**config.mk**
```make
export PLATFORM = sky130hd
export DESIGN_NAME = mux_chan_scan
export DESIGN_NICKNAME = d
export VERILOG_FILES = /design/src/rtl/mux_chan_scan.sv
export SDC_FILE = /design/constraint.sdc
export NUM_CORES = 1
export LEC_CHECK = 0
export ABC_AREA = 1
export CORE_MARGIN = 5
export CORE_UTILIZATION = 40
export CTS_CLUSTER_DIAMETER = 200
export CTS_CLUSTER_SIZE = 10
export DETAILED_ROUTE_END_ITERATION = 7
export PLACE_DENSITY = 0.68
export SETUP_SLACK_MARGIN = 0.4
export SLEW_MARGIN = 20
export SYNTH_ARGS = -nofsm -noshare
export SYNTH_HDL_FRONTEND = slang
export SYNTH_SLANG_ARGS = --single-unit
```
**constraint.sdc**
```tcl
create_clock -name i_clk -period 2.9 [get_ports i_clk]
set_input_delay 0.87 -clock i_clk [delete_from_list [all_inputs] [get_ports i_clk]]
set_output_delay 0.87 -clock i_clk [all_outputs]
set_load 0.005 [all_outputs]
```
**src/rtl/mux_chan_scan.sv**
```systemverilog
// NUM_CH:1 channel selector with a registered, channel-tagged output and a valid/ready handshake.
// DIRECT mode serves one select request per transfer; SCAN mode round-robins over enabled channels.
module mux_chan_scan #(
    parameter  int NUM_CH = 16,
    parameter  int DATA_W = 1,
    localparam int SEL_W  = $clog2(NUM_CH)
) (
    input  logic                     i_clk,
    input  logic                     i_rst,
    input  logic [NUM_CH*DATA_W-1:0] i_in_data,
    input  logic                     i_mode,
    input  logic [NUM_CH-1:0]        i_ch_en,
    input  logic [SEL_W-1:0]         i_sel,
    input  logic                     i_sel_valid,
    output logic                     o_sel_ready,
    output logic [DATA_W-1:0]        o_out_data,
    output logic [SEL_W-1:0]         o_out_ch,
    output logic                     o_out_valid,
    input  logic                     i_out_ready,
    output logic                     o_sel_err
);

    typedef enum logic [1:0] {ST_IDLE, ST_DIRECT, ST_SCAN} state_t;

    state_t              r_state;
    logic [DATA_W-1:0]   r_out_data;
    logic [SEL_W-1:0]    r_out_ch;
    logic [SEL_W-1:0]    r_scan_ptr;
    logic                r_out_valid;
    logic                r_sel_err;

    logic                w_can_load;
    logic                w_accept;
    logic                w_sel_bad;
    logic                w_found;
    logic [SEL_W-1:0]    w_nxt;
    logic [DATA_W-1:0]   w_sel_data;
    logic [DATA_W-1:0]   w_nxt_data;

    assign w_can_load  = !r_out_valid || i_out_ready;
    assign o_sel_ready = (r_state == ST_DIRECT) && w_can_load;
    assign w_accept    = i_sel_valid && o_sel_ready;
    // Only reachable when NUM_CH is not a power of two.
    assign w_sel_bad   = ({1'b0, i_sel} >= (SEL_W+1)'(NUM_CH));

    // An out-of-range select matches no channel, so its data reads as zero.
    always_comb begin
        w_sel_data = '0;
        w_nxt_data = '0;
        for (int k = 0; k < NUM_CH; k++) begin
            if (i_sel == SEL_W'(k)) w_sel_data = i_in_data[k*DATA_W +: DATA_W];
            if (w_nxt == SEL_W'(k)) w_nxt_data = i_in_data[k*DATA_W +: DATA_W];
        end
    end

    // Walk offsets from farthest to nearest so the nearest enabled channel after
    // the pointer wins; offset NUM_CH lands back on the pointer itself.
    always_comb begin
        logic [SEL_W:0] v_sum;
        v_sum   = '0;
        w_found = 1'b0;
        w_nxt   = r_scan_ptr;
        for (int i = NUM_CH; i >= 1; i--) begin
            v_sum = {1'b0, r_scan_ptr} + (SEL_W+1)'(i);
            if (v_sum >= (SEL_W+1)'(NUM_CH)) v_sum = v_sum - (SEL_W+1)'(NUM_CH);
            if (i_ch_en[v_sum[SEL_W-1:0]]) begin
                w_found = 1'b1;
                w_nxt   = v_sum[SEL_W-1:0];
            end
        end
    end

    always_ff @(posedge i_clk) begin
        if (i_rst) begin
            r_state     <= ST_IDLE;
            r_out_data  <= '0;
            r_out_ch    <= '0;
            r_out_valid <= 1'b0;
            r_sel_err   <= 1'b0;
            r_scan_ptr  <= '0;
        end else begin
            r_sel_err <= 1'b0;
            case (r_state)
                ST_IDLE: begin
                    r_state <= i_mode ? ST_SCAN : ST_DIRECT;
                end
                ST_DIRECT: begin
                    if (w_accept) begin
                        r_out_data  <= w_sel_bad ? '0 : w_sel_data;
                        r_out_ch    <= i_sel;
                        r_out_valid <= 1'b1;
                        r_sel_err   <= w_sel_bad;
                    end else if (w_can_load) begin
                        r_out_valid <= 1'b0;
                    end
                    if (i_mode) begin
                        r_state    <= ST_SCAN;
                        r_scan_ptr <= SEL_W'(NUM_CH - 1);
                    end
                end
                ST_SCAN: begin
                    if (w_can_load) begin
                        if (w_found) begin
                            r_out_data  <= w_nxt_data;
                            r_out_ch    <= w_nxt;
                            r_out_valid <= 1'b1;
                            r_scan_ptr  <= w_nxt;
                        end else begin
                            r_out_valid <= 1'b0;
                        end
                    end
                    if (!i_mode) r_state <= ST_DIRECT;
                end
                default: r_state <= ST_IDLE;
            endcase
        end
    end

    assign o_out_data  = r_out_data;
    assign o_out_ch    = r_out_ch;
    assign o_out_valid = r_out_valid;
    assign o_sel_err   = r_sel_err;

endmodule

```
==> reports/metrics.csv <==
stage,metric,value,unit
synthesis,ys_warn_count,0,
routing,drt_iter0_drc,426,
clock_network,clk_pin_slew,0.05,ns
setup_path,crit_required,3.08,ns
clock_network,htree_levels,1,
setup_path,crit_path_start,i_ch_en[10],
timing,fin_crit_sh,116,%
setup_path,reg2reg_from,r_scan_ptr[0],
timing,setup_viol,10,
setup_path,crit_path_frequent_cell,nand2_1,
setup_path,timing.rr.end,o_out_data,
timing,hold_viol_final,0,
timing,timing.fmax,296,MHz
final_layout,fillers,475,
routing,routedWlPerCell,16.5,um
setup_path,criticalPathCategory,in2reg,
placed_design,gp_congestion,0.980,
placed_design,io_buffers,47,
floorplanning,boundaryPins,49,
grt,antenna_found_initial,0,
final_layout,n_antenna_cell,0,
setup_path,cp_data_arrival_time,3.55,ns
power_and_ir_drop,powerDensity,668,nW/um^2
final_layout,finalNetCount,710,
final_layout,postLayoutCoreUtil,73.6,%
floorplanning,fp-row-count,29,
routing,first_pass_iters,6,
final_layout,final_common_cell,nand2_1,
final_layout,syn2layout_area_growth,76.2,%
synthesis,synth_flop_cell,dfxtp_1,
setup_path,crit_path_end_kind,register,
synthesis,postSynthAreaPerCell,5.23,sq um
synthesis,synthArstFlopShare,0,%
setup_path,slowest_stage,a21oi_2,
clock_network,insertion_delay,0.24,ns
power_and_ir_drop,ir_drop,418,uV
clock_network,cts.hold.buffers_added,0,
routing,route.detailed.drc,0,
setup_path,path_max_fanout,3,
grt,grt_usage,24.9,%
synthesis,synth_edf_count,0,
setup_path,setup.worst_path.end,o_out_data,
clock_network,clk_path_buf_depth,2,
clock_network,numCtsBuffers,3,
setup_path,worst_path_largest_cell_delay,0.21,ns
grt,grt-ovfl-total,0,
min_path,hold_class,reg2reg,
floorplanning,die-height,91.9,um
routing,vias_per_cell,5.67,
synthesis,synth.cell_area,2680,sq um
timing,rsz0062_at_grt,yes,
final_layout,layout-drive-gt1-share,48.3,%
final_layout,multi_input_area,2760,sq um
status,violations,setup timing,
routing,ant_nets,0,
floorplanning,die_w,91.9,um
clock_network,root_buffer,clkbuf_8,
grt,grt_pass1_wl,17.7,mm
routing,via_count,4180,
grt,grt_pass1_vias,3882,
synthesis,syn_nets,561,
power_and_ir_drop,power.total,3.16,mW
placed_design,hpwl,7.88,mm
timing,finalWorstSetupSlack,-0.473,ns
clock_network,clock_sinks,12,
floorplanning,initial_core_util,41.7,%
final_layout,final_cell_mix,"132 x nand2_1, 99 x buf_4, 65 x nand2_2",
status,status,"finished, violations left",
timing,post-route-min-period,3.37,ns
final_layout,regArea,249,sq um
clock_network,cts_tree,yes,
synthesis,synth_cell_type_count,42,
job,cap_violations,0,
power_and_ir_drop,p_leak,2.43,nW
floorplanning,die-area,8440,sq um
grt,grt_start_max_net_pins,24,
synthesis,synthCells,513,
timing,final_max_slew_viol_count,0,
setup_path,worstSetupStartpointType,primary input,
floorplanning,core_area,6420,sq um
synthesis,ys_ff_latch,12,
synthesis,ys_seq_area_share,8.96,%
setup_path,worst-r2r-setup-slack,-0.47,ns
setup_path,reg2regPathDepth,34,
routing,drt_wl_total,12.2,mm
timing,fin_skew,0.00413,ns
-- worst max-delay path: cells and delay by family --
kind                   cells  cell delay [ns]
AO/OA/AOI/OAI              3             0.38
buffers and inverters      4             0.37
AND/OR/NAND/NOR           26             1.91
-- metrics by stage --
step                      hold slack, ns  setup WS (ns)  cell area [sq um]  setup TNS, ns  instances
final                              0.463         -0.473               4720          -3.16        737
after detailed placement           0.458         -0.920               3820          -6.68        701
after floorplan                    0.462         -0.107               2810         -0.107        513
after CTS                          0.466         -0.136               4420         -0.145        727
after global routing               0.483         -0.681               4720          -4.77        737
after global placement             0.455         -0.855               3820          -6.30        701
-- synth_stat cells, drive strengths merged, types with 2 or more instances --
master	number	area, sq um
nand2	214	871
inv	68	265
xor2	7	91.3
dfxtp	12	240
clkbuf	2	7.51
o22ai	2	12.5
buf	12	110
ha	7	87.6
o21ai	16	83.8
nand4	4	25.0
a21oi	33	173
nand3	81	415
o211ai	6	45.0
nor2	33	126
a221oi	3	26.3
-- how the worst min path moves through the flow --
stage	end	slack (ns)	startpoint	cells past startpoint
6_report	o_out_ch[1]	0.46	o_out_ch[1]	2
5_1_grt	o_out_ch[1]	0.48	o_out_ch[1]	2
4_1_cts	o_out_ch[1]	0.47	o_out_ch[1]	2
3_5_place_dp	o_out_ch[1]	0.46	o_out_ch[1]	2
3_3_place_gp	o_out_ch[3]	0.45	o_out_ch[3]	2
2_1_floorplan	o_out_ch[1]	0.46	o_out_ch[1]	2
-- layout make-up --
cell class	count	area share [%]
sequential	12	5.27
clock buffer	3	0.874
timing repair buffer	158	27.2
tap	77	2.04
multi-input combinational	418	58.4
inverter	69	6.22
-- per-layer routing --
layer / vias to the layer above / GRT usage, % / wire length [um]
li1: 1947 / - / -
met1: 1914 / 33.8 / 4720
met2: 250 / 42.5 / 5760
met3: 69 / 1.96 / 1150
met4: 0 / 6.56 / 561
met5: - / 0 / 0
-- state kept, by name (all words and copies together), names as in the netlist --
name	flops
o_out_data	1
o_out_valid	1
o_out_ch	4
r_scan_ptr	4
r_state	2
-- timing repair --
action,CTS,global route
buffers inserted,23,10
gates resized for setup,198,54
hold endpoints to repair,0,0
pin swaps,51,26
endpoints found under the setup margin,11,11
-- cells by family (layout without fill, tap and decap cells) --
| group | after synthesis | in the layout | share of synthesized area [%] |
|---|---|---|---|
| XOR/XNOR | 8 | 8 | 4.01 |
| adder cells (fa/ha/maj) | 7 | 7 | 3.27 |
| AO/OA/AOI/OAI | 68 | 68 | 15.1 |
| flip-flops | 12 | 12 | 8.96 |
| buffers and inverters | 83 | 230 | 14.4 |
| other | 1 | 1 | 0.140 |
| AND/OR/NAND/NOR | 334 | 334 | 54.1 |
-- report_power, final --
part | total, mW | internal [mW] | switching [mW]
Sequential | 0.197 | 0.181 | 0.0159
Combinational | 2.81 | 1.23 | 1.58
Clock | 0.148 | 0.0911 | 0.0564
Total | 3.16 | 1.50 | 1.65
Power figures use the tool's default switching activity.
